### src/rtl/matmul_operand_loader_if.sv
// matmul_operand_loader_if
//   Bundles the element stream and the operand-presentation handshake of
//   matmul_operand_loader.
//   master : stream producer / operand consumer (drives in_valid, in_data,
//            in_last, out_ready)
//   slave  : the loader (drives in_ready, frame_err, out_valid, AI, BI)
//   Signals:
//     in_valid/in_ready/in_data/in_last : serial element stream, A then B
//     frame_err                         : one-cycle framing error pulse
//     out_valid/out_ready               : operand set handshake
//     AI/BI                             : packed A (M1_D1 x M1_D2), B (M1_D2 x M2_D2)
interface matmul_operand_loader_if #(
    parameter int bitlength = 8,
    parameter int M1_D1     = 3,
    parameter int M1_D2     = 4,
    parameter int M2_D2     = 2
);
    logic                               in_valid;
    logic                               in_ready;
    logic [bitlength-1:0]               in_data;
    logic                               in_last;
    logic                               frame_err;
    logic                               out_valid;
    logic                               out_ready;
    logic [M1_D1*M1_D2*bitlength-1:0]   AI;
    logic [M1_D2*M2_D2*bitlength-1:0]   BI;

    modport master (
        output in_valid, in_data, in_last, out_ready,
        input  in_ready, frame_err, out_valid, AI, BI
    );

    modport slave (
        input  in_valid, in_data, in_last, out_ready,
        output in_ready, frame_err, out_valid, AI, BI
    );
endinterface

### src/rtl/matmul_operand_loader.sv
// matmul_operand_loader
//   Collects a frame of matrix elements (A row-major, then B row-major) from a
//   valid/ready stream and presents them as flat packed vectors AI/BI for a
//   combinational matrix multiplier, holding them until out_ready.
//   Ports:
//     clk    : rising-edge clock
//     rst_n  : asynchronous active-low reset
//     abort  : synchronous frame flush (only with MATMUL_LOADER_ABORT_EN)
//     bus    : matmul_operand_loader_if.slave (stream in, operands out)
//   Configuration macro: MATMUL_LOADER_ABORT_EN adds the abort input.
module matmul_operand_loader #(
    parameter int bitlength = 8,
    parameter int M1_D1     = 3,
    parameter int M1_D2     = 4,
    parameter int M2_D2     = 2
) (
    input  logic clk,
    input  logic rst_n,
`ifdef MATMUL_LOADER_ABORT_EN
    input  logic abort,
`endif
    matmul_operand_loader_if.slave bus
);
    localparam int NA    = M1_D1 * M1_D2;
    localparam int NB    = M1_D2 * M2_D2;
    localparam int MAXN  = (NA > NB) ? NA : NB;
    localparam int CNT_W = (MAXN > 1) ? $clog2(MAXN) : 1;
    localparam logic [CNT_W-1:0] NA_LAST = CNT_W'(NA - 1);
    localparam logic [CNT_W-1:0] NB_LAST = CNT_W'(NB - 1);

    typedef enum logic [1:0] {
        LOAD_A = 2'd0,
        LOAD_B = 2'd1,
        FULL   = 2'd2
    } state_t;

    state_t                    state_q, state_d;
    logic [CNT_W-1:0]          cnt_q, cnt_d;
    logic                      out_valid_q, out_valid_d;
    logic                      frame_err_q, frame_err_d;
    logic [NA*bitlength-1:0]   ai_q, ai_d;
    logic [NB*bitlength-1:0]   bi_q, bi_d;
    logic                      wr_a, wr_b;
    logic                      abort_i;

`ifdef MATMUL_LOADER_ABORT_EN
    assign abort_i = abort;
`else
    assign abort_i = 1'b0;
`endif

    // Stream is accepted whenever we are loading; in FULL the operands are
    // frozen and the handshake must complete first (no same-cycle bypass).
    assign bus.in_ready = (state_q != FULL);

    always_comb begin
        state_d     = state_q;
        cnt_d       = cnt_q;
        out_valid_d = out_valid_q;
        frame_err_d = 1'b0;
        wr_a        = 1'b0;
        wr_b        = 1'b0;
        if (abort_i) begin
            // Flush wins over everything; stored elements are left alone.
            state_d     = LOAD_A;
            cnt_d       = '0;
            out_valid_d = 1'b0;
        end else begin
            case (state_q)
                LOAD_A: begin
                    if (bus.in_valid) begin
                        if (bus.in_last) begin
                            // Early end of frame: drop element, resync to A[0].
                            frame_err_d = 1'b1;
                            cnt_d       = '0;
                        end else begin
                            wr_a = 1'b1;
                            if (cnt_q == NA_LAST) begin
                                cnt_d   = '0;
                                state_d = LOAD_B;
                            end else begin
                                cnt_d = cnt_q + 1'b1;
                            end
                        end
                    end
                end
                LOAD_B: begin
                    if (bus.in_valid) begin
                        if (cnt_q == NB_LAST) begin
                            // Final element: a missing in_last is flagged but the
                            // frame is still presented.
                            wr_b        = 1'b1;
                            cnt_d       = '0;
                            state_d     = FULL;
                            out_valid_d = 1'b1;
                            frame_err_d = ~bus.in_last;
                        end else if (bus.in_last) begin
                            frame_err_d = 1'b1;
                            cnt_d       = '0;
                            state_d     = LOAD_A;
                        end else begin
                            wr_b  = 1'b1;
                            cnt_d = cnt_q + 1'b1;
                        end
                    end
                end
                FULL: begin
                    if (bus.out_ready) begin
                        state_d     = LOAD_A;
                        out_valid_d = 1'b0;
                    end
                end
                default: begin
                    state_d     = LOAD_A;
                    cnt_d       = '0;
                    out_valid_d = 1'b0;
                end
            endcase
        end
    end

    // Per-element write enables decode the shared index counter.
    for (genvar gi = 0; gi < NA; gi++) begin : g_a
        assign ai_d[gi*bitlength +: bitlength] =
            (wr_a && (cnt_q == CNT_W'(gi))) ? bus.in_data
                                            : ai_q[gi*bitlength +: bitlength];
    end

    for (genvar gi = 0; gi < NB; gi++) begin : g_b
        assign bi_d[gi*bitlength +: bitlength] =
            (wr_b && (cnt_q == CNT_W'(gi))) ? bus.in_data
                                            : bi_q[gi*bitlength +: bitlength];
    end

    always_ff @(posedge clk or negedge rst_n) begin
        if (!rst_n) begin
            state_q     <= LOAD_A;
            cnt_q       <= '0;
            out_valid_q <= 1'b0;
            frame_err_q <= 1'b0;
            ai_q        <= '0;
            bi_q        <= '0;
        end else begin
            state_q     <= state_d;
            cnt_q       <= cnt_d;
            out_valid_q <= out_valid_d;
            frame_err_q <= frame_err_d;
            ai_q        <= ai_d;
            bi_q        <= bi_d;
        end
    end

    assign bus.out_valid = out_valid_q;
    assign bus.frame_err = frame_err_q;
    assign bus.AI        = ai_q;
    assign bus.BI        = bi_q;
endmodule
### src/flat_wrapper.sv
// flat-port wrapper written by rule: the top's interface ports become plain ports
module matmul_operand_loader_flat 
#(
    parameter int bitlength = 8,
    parameter int M1_D1     = 3,
    parameter int M1_D2     = 4,
    parameter int M2_D2     = 2
)
  (clk, rst_n, bus_in_valid, bus_in_data, bus_in_last, bus_out_ready, bus_in_ready, bus_frame_err, bus_out_valid, bus_AI, bus_BI);
  matmul_operand_loader_if #(.bitlength(bitlength), .M1_D1(M1_D1), .M1_D2(M1_D2), .M2_D2(M2_D2)) bus_i ();
  input  logic clk;
  input  logic rst_n;
  input wire logic [$bits(bus_i.in_valid)-1:0] bus_in_valid;
  input wire logic [$bits(bus_i.in_data)-1:0] bus_in_data;
  input wire logic [$bits(bus_i.in_last)-1:0] bus_in_last;
  input wire logic [$bits(bus_i.out_ready)-1:0] bus_out_ready;
  output wire logic [$bits(bus_i.in_ready)-1:0] bus_in_ready;
  output wire logic [$bits(bus_i.frame_err)-1:0] bus_frame_err;
  output wire logic [$bits(bus_i.out_valid)-1:0] bus_out_valid;
  output wire logic [$bits(bus_i.AI)-1:0] bus_AI;
  output wire logic [$bits(bus_i.BI)-1:0] bus_BI;
  assign bus_i.in_valid = bus_in_valid;
  assign bus_i.in_data = bus_in_data;
  assign bus_i.in_last = bus_in_last;
  assign bus_i.out_ready = bus_out_ready;
  assign bus_in_ready = bus_i.in_ready;
  assign bus_frame_err = bus_i.frame_err;
  assign bus_out_valid = bus_i.out_valid;
  assign bus_AI = bus_i.AI;
  assign bus_BI = bus_i.BI;
  matmul_operand_loader #(.bitlength(bitlength), .M1_D1(M1_D1), .M1_D2(M1_D2), .M2_D2(M2_D2)) u_core (.clk(clk), .rst_n(rst_n), .bus(bus_i));
endmodule
### config.mk
export PLATFORM = sky130hd
export DESIGN_NAME = matmul_operand_loader_flat
export DESIGN_NICKNAME = d
export VERILOG_FILES = /design/src/rtl/matmul_operand_loader_if.sv /design/src/rtl/matmul_operand_loader.sv /design/src/flat_wrapper.sv
export SDC_FILE = /design/constraint.sdc
export NUM_CORES = 1
export LEC_CHECK = 0
export ABC_AREA = 0
export CAP_MARGIN = 20
export CORE_MARGIN = 4
export CORE_UTILIZATION = 49
export DETAILED_ROUTE_END_ITERATION = 10
export GPL_ROUTABILITY_DRIVEN = 0
export PLACE_DENSITY = 0.8
export SLEW_MARGIN = 30
export SYNTH_ARGS = -nofsm -noshare
export SYNTH_HDL_FRONTEND = slang
export SYNTH_SLANG_ARGS = --single-unit
export TNS_END_PERCENT = 10
### constraint.sdc
create_clock -name clk -period 3.25 [get_ports clk]
set_clock_uncertainty 0.1 [all_clocks]
set_input_delay 0.325 -clock clk [delete_from_list [all_inputs] [get_ports clk]]
set_output_delay 0.325 -clock clk [all_outputs]
set_load 0.02 [all_outputs]
==> results of run 1 <==
## cells in the mapped netlist (2+ instances only)
master    number  area share [%]
dfrtp_1      168              62
mux2_2       161              27
clkbuf_1      17            0.94
nand3_4        9             2.3
nand3_2        8             1.2
buf_2          7            0.52
ha_1           6             1.1
inv_1          4            0.22
a22o_1         2            0.26
and3b_1        2            0.26
mux2i_1        2            0.30
nand2_2        2            0.19
nor2b_1        2            0.19
nor3b_1        2            0.22
nor4b_1        2            0.26
o21ai_0        2            0.15
## layout make-up
cell class                      instances  share of cell area, %
Clock buffer                           20                  4.944
Tap cell                              176                  2.384
Sequential cell                       168                  45.52
Timing Repair Buffer                  183                  19.44
Inverter                                4                 0.1626
Multi-Input combinational cell        217                  26.04
Clock inverter                         12                  1.517
## where the power goes
part,switching (W),internal (W),leakage (nW)
registers,0.000322,0.00260,2.23
clock network,0.000836,0.00118,0.278
logic,0.00120,0.00127,1.72
## kinds of logic after synthesis
logic type | synth area share, %
muxes | 27.11
buffers and inverters | 2.257
DFF | 62.18
and+or+nand+nor | 6.218
AOI/OAI and AO/OA | 0.9993
xor gates and xnor gates | 0.1296
adders and majority gates | 1.110
## flip-flops by register name, summed over array words and instances (netlist names)
register              flops
u_core.state_q            2
u_core.bus.AI            96
u_core.cnt_q              4
u_core.bus.out_valid      1
u_core.bus.BI            64
u_core.bus.frame_err      1
## how the worst max path moves through the flow
stage | end | slack [ns] | depth (start not counted)
6_report | u_core.bus.BI[30]$_DFFE_PN0P_ | 0.59 | 7
5_1_grt | u_core.bus.BI[30]$_DFFE_PN0P_ | 0.48 | 7
4_1_cts | u_core.bus.BI[15]$_DFFE_PN0P_ | 0.59 | 7
3_5_place_dp | u_core.bus.BI[11]$_DFFE_PN0P_ | 0.61 | 7
3_3_place_gp | u_core.bus.BI[15]$_DFFE_PN0P_ | 0.70 | 7
2_1_floorplan | u_core.bus.BI[0]$_DFFE_PN0P_ | 0.99 | 9
## worst max-delay path, stage by stage (launching register included)
cell and delay (ns):
dfrtp_1 0.45, ha_1 0.25, and3b_1 0.33, inv_1 0.08, ha_1 0.17, and4bb_2 0.49, nand3_2 0.29, mux2_2 0.37
## through the flow
stage / power [W] / instance area (um^2) / util [%]
after floorplan: 0.004127 / 6761 / -
after global placement: 0.005367 / 8650 / 64.55
after detailed placement: 0.005443 / 8645 / 64.51
after CTS: 0.007470 / 9251 / 69.04
after global routing: 0.007740 / 9236 / 68.93
final: 0.007413 / 9236 / 68.93
## layer usage
layer	up-vias	share of wire (%)	GRT usage, %
li1	1837	-	-
met1	2132	42	27.74
met2	136	48	35.49
met3	17	8.7	9.765
met4	0	1.3	6.122
met5	-	0	0
==> run metrics, run 1 <==
row cnt=42; Hold Path Sink=u_core.bus.BI[45]$_DFFE_PN0P_; Via density=5.285; H-tree depth=4; Residual DRC=0; Port-buffer cells=about 180; synth warn=0; Seq. cell area=0.004204 mm^2; Worst setup EP type=register; most common cell after layout, fill and taps aside=clkdlybuf4s50_1; status=finished clean; Min Hold Slack=0.4043 ns; Data arrival, critical path=between 2 and 3 ns; RSZ-0062 raised after global routing=no; VDD IR-drop max=between 0.0005 and 0.0006 V; most frequent cells in the layout=170 x clkdlybuf4s50_1, 168 x dfrtp_1, 161 x mux2_2, 17 x clkbuf_16, 9 x nand3_4; Async SR Flop Fraction=100.0%; Worst Hold Class=reg2reg; Hold Path Origin=u_core.bus.BI[45]$_DFFE_PN0P_; Hold-fix buffers, CTS=1; Setup Buffers After CTS=0; Final Non-Filler Cells=780; Crit path required time=~3.5 ns; TritonCTS Sinks=168; Setup Viol. Count Final=0; Clock Latency Late Sink=0.42 ns; TritonRoute pass-1 iters=4; # IOs=176; hold path depth=1; number of antenna violations at the first check in global routing=0; Chip Width=125.5 um; Power Density=roughly 800 mW/mm^2; Post-layout nets=a little over 600; RR Endpoint=u_core.bus.BI[30]$_DFFE_PN0P_; Die Ht=125.5 um; CTS tree=yes; CP startpoint=u_core.cnt_q[1]$_DFFE_PN0P_; worst reg2reg path startpoint=u_core.cnt_q[1]$_DFFE_PN0P_; Max-cap violations=0; GRT overflow=0; final worst path period need=2.662 ns; Max Fclk=0.3757 GHz; final HPWL from detailed placement=11.33 mm; sequential-to-total area share from yosys stat=62.18%; Worst Tran Pin Value=0.9929 ns; WL final=16.68 mm; maximum number of pins on one net before global-route repair=86; Core Box Area=0.01340 mm^2; Post-synth EDFFs=0; area occupied by multi-input gates=0.002405 mm^2; CP Max Fanout=8; Synth Flop Type=dfrtp_1; type of the worst setup path=reg2reg; Mapped Cells=417; 1st-iter DRT viols=200; clock buffer count from CTS=17; Post-Place Worst Slack=~0.61 ns; share of cells above drive strength 1=between 30% and 40%; vias=4,122; Synth cell types=37; CTS root buffer=clkbuf_16; Die ar.=~0.016 mm^2; vias in the first global route=between 4k and 5k; Post-Syn Area per Cell=between 15 and 20 um^2; Yosys reg bits=168; final hold violations=0; TNS Setup=0 ns; Placed Cells=747; Net Count, Synth=436; first-pass GRT wire length=~27 mm; Final ANT Viol Nets=0; Global Route Usage Sum=approximately 22%; slew margin rel.=33.60%; Post-Syn Area=between 0.006 and 0.007 mm^2; post-CTS sizing=0; worst reg-to-reg setup slack=0.59 ns; Initial Util=50.46%; Clock transition at path regs=~0.07 ns; fill count=910; Layout area overhead=36.60%; detailed-route wire length per cell=21.38 um; Slew Viols, Final=0; final setup margin=0.5881 ns; clock buffer depth=2; Ant. Diodes=0; P_leak=4.225 nW; period utilization=81.90%; Setup crit start kind=register; worst reg2reg path depth=7
No activity file was read; power rests on OpenSTA's default activity.
==> inputs of run 2 (changes only) <==
--- a/config.mk
+++ b/config.mk
@@ -8,10 +8,10 @@
 export ABC_AREA = 0
 export CAP_MARGIN = 20
 export CORE_MARGIN = 4
-export CORE_UTILIZATION = 49
+export CORE_UTILIZATION = 44
 export DETAILED_ROUTE_END_ITERATION = 10
 export GPL_ROUTABILITY_DRIVEN = 0
-export PLACE_DENSITY = 0.8
+export PLACE_DENSITY = 0.76
 export SLEW_MARGIN = 30
 export SYNTH_ARGS = -nofsm -noshare
 export SYNTH_HDL_FRONTEND = slang
==> constraint.sdc (replaced) <==
create_clock -name clk -period 2.35 [get_ports clk]
set_clock_uncertainty 0.1 [all_clocks]
set_input_delay 0.235 -clock clk [delete_from_list [all_inputs] [get_ports clk]]
set_output_delay 0.235 -clock clk [all_outputs]
set_load 0.02 [all_outputs]
==> run metrics, run 2 (same netlist as run 1, synthesis figures left out) <==
status=finished clean; Final Non-Filler Cells=between 800 and 900; CTS tree=yes; Max Fclk=0.4343 GHz; type of the worst setup path=reg2reg; Core Box Area=0.01515 mm^2; Layout area overhead=39.12%; CTS root buffer=clkbuf_16; Initial Util=between 40% and 50%; Die Ht=132.0 um; worst reg-to-reg setup slack=0.05 ns; Clock Latency Late Sink=approximately 0.42 ns; P_leak=roughly 4.3 nW; CP Max Fanout=8; Power Density=1094 mW/mm^2; vias=about 4.2k; slew margin rel.=58.06%; Port-buffer cells=approximately 180; RSZ-0062 raised after global routing=yes; most frequent cells in the layout=174 x clkdlybuf4s50_1, 168 x dfrtp_1, 161 x mux2_2, 22 x buf_4, 17 x clkbuf_16; Max-cap violations=0; WL final=17.12 mm; Residual DRC=0; Post-layout nets=627; final HPWL from detailed placement=11.84 mm; Chip Width=132.0 um; share of cells above drive strength 1=38.19%; VDD IR-drop max=roughly 0.00064 V; Clock transition at path regs=0.06 ns; period utilization=97.98%; Worst Hold Class=in2async; TritonRoute pass-1 iters=5; Die ar.=0.01741 mm^2; clock buffer count from CTS=17; Worst setup EP type=register; # IOs=176; most common cell after layout, fill and taps aside=clkdlybuf4s50_1; Post-Place Worst Slack=0.01309 ns; TNS Setup=0 ns; Worst Tran Pin Value=0.6290 ns; vias in the first global route=4,666; row cnt=45; max reg flops=96; Placed Cells=776; first-pass GRT wire length=roughly 28 mm; Slew Viols, Final=0; area occupied by multi-input gates=0.002409 mm^2; Setup crit start kind=register; number of antenna violations at the first check in global routing=0; Final Util=between 60% and 70%; Setup Viol. Count Final=0; Final ANT Viol Nets=0; Via density=5.237; Global Route Usage Sum=20.54%; detailed-route wire length per cell=21.24 um; Ant. Diodes=0; 1st-iter DRT viols=119; fill count=1,095; maximum number of pins on one net before global-route repair=68; clock buffer depth=2; final worst path period need=2.303 ns; final hold violations=0; final setup margin=between 0.04 and 0.05 ns; GRT overflow=0; Crit path required time=2.55 ns; Data arrival, critical path=2.50 ns; H-tree depth=4; Seq. cell area=0.004204 mm^2; TritonCTS Sinks=168
## run 2: cell types whose count changed in the layout (fill, tap and decap cells not counted), moves of 2 or more
cell	before	now
buf_4	7	22
buf_2	4	0
clkinv_4	0	2
clkdlybuf4s50_1	170	174
inv_6	3	0
buf_12	0	2
clkbuf_1	1	3
clkinvlp_4	5	1
## run 2: path summary, 6_finish.rpt
check	cells past startpoint	endpoint	start
max	7	u_core.bus.BI[42]$_DFFE_PN0P_	u_core.cnt_q[0]$_DFFE_PN0P_
min	2	u_core.bus.BI[35]$_DFFE_PN0P_	rst_n
max reg2reg	7	u_core.bus.BI[42]$_DFFE_PN0P_	u_core.cnt_q[0]$_DFFE_PN0P_
min reg2reg	1	u_core.bus.AI[30]$_DFFE_PN0P_	u_core.bus.AI[30]$_DFFE_PN0P_
max in group asynchronous	3	u_core.bus.AI[42]$_DFFE_PN0P_	rst_n
min in group clk	2	u_core.state_q[1]$_DFFE_PN0P_	bus_out_ready
## run 2: layout make-up
type                            count  area share (%)
Multi-Input combinational cell    217           25.61
Timing Repair Buffer              200           20.92
Sequential cell                   168           44.69
Tap cell                          188           2.501
Clock buffer                       21           4.789
Clock inverter                      8           1.330
Inverter                            4          0.1596
## run 2: critical path, cell delays in order (launching register included)
cell and delay (ns):
dfrtp_1 0.36, ha_1 0.22, and3b_1 0.21, inv_1 0.05
ha_1 0.17, and4bb_4 0.45, nand3_2 0.26, mux2_2 0.36
## run 2: timing repair
item | in CTS | in global routing
hold buffers | 1 | 0
hold endpoints to repair | 63 | 0
setup buffers | 0 | 0
endpoints found under the setup margin | 10 | 54
gates resized for setup | 1 | 0
## run 2: stage by stage
stage	area (um^2)	total power, W	hold slack [ns]
finish	9407	0.01030	0.2939
global route	9407	0.01077	0.3398
CTS	9407	0.01039	0.3114
detailed placement	8817	0.007608	0.1817
global placement	8817	0.007517	0.1642
floorplan	6761	0.005708	-0.1606
## run 2: routing by layer
| layer | global-route usage (%) | vias up | routed length [um] | share of wire [%] |
|---|---|---|---|---|
| met5 | 0 | - | 0 | 0 |
| met4 | 6.301 | 0 | 211 | 1.2 |
| met3 | 9.122 | 19 | 1621 | 9.5 |
| met2 | 31.39 | 158 | 7921 | 46 |
| met1 | 26.52 | 2172 | 7367 | 43 |
| li1 | - | 1872 | - | - |
## run 2: report_power, final
part | internal (W) | switching, W | total, W
Clock | 0.00168 | 0.00107 | 0.00275
Combinational | 0.00180 | 0.00170 | 0.00350
Sequential | 0.00361 | 0.000440 | 0.00405
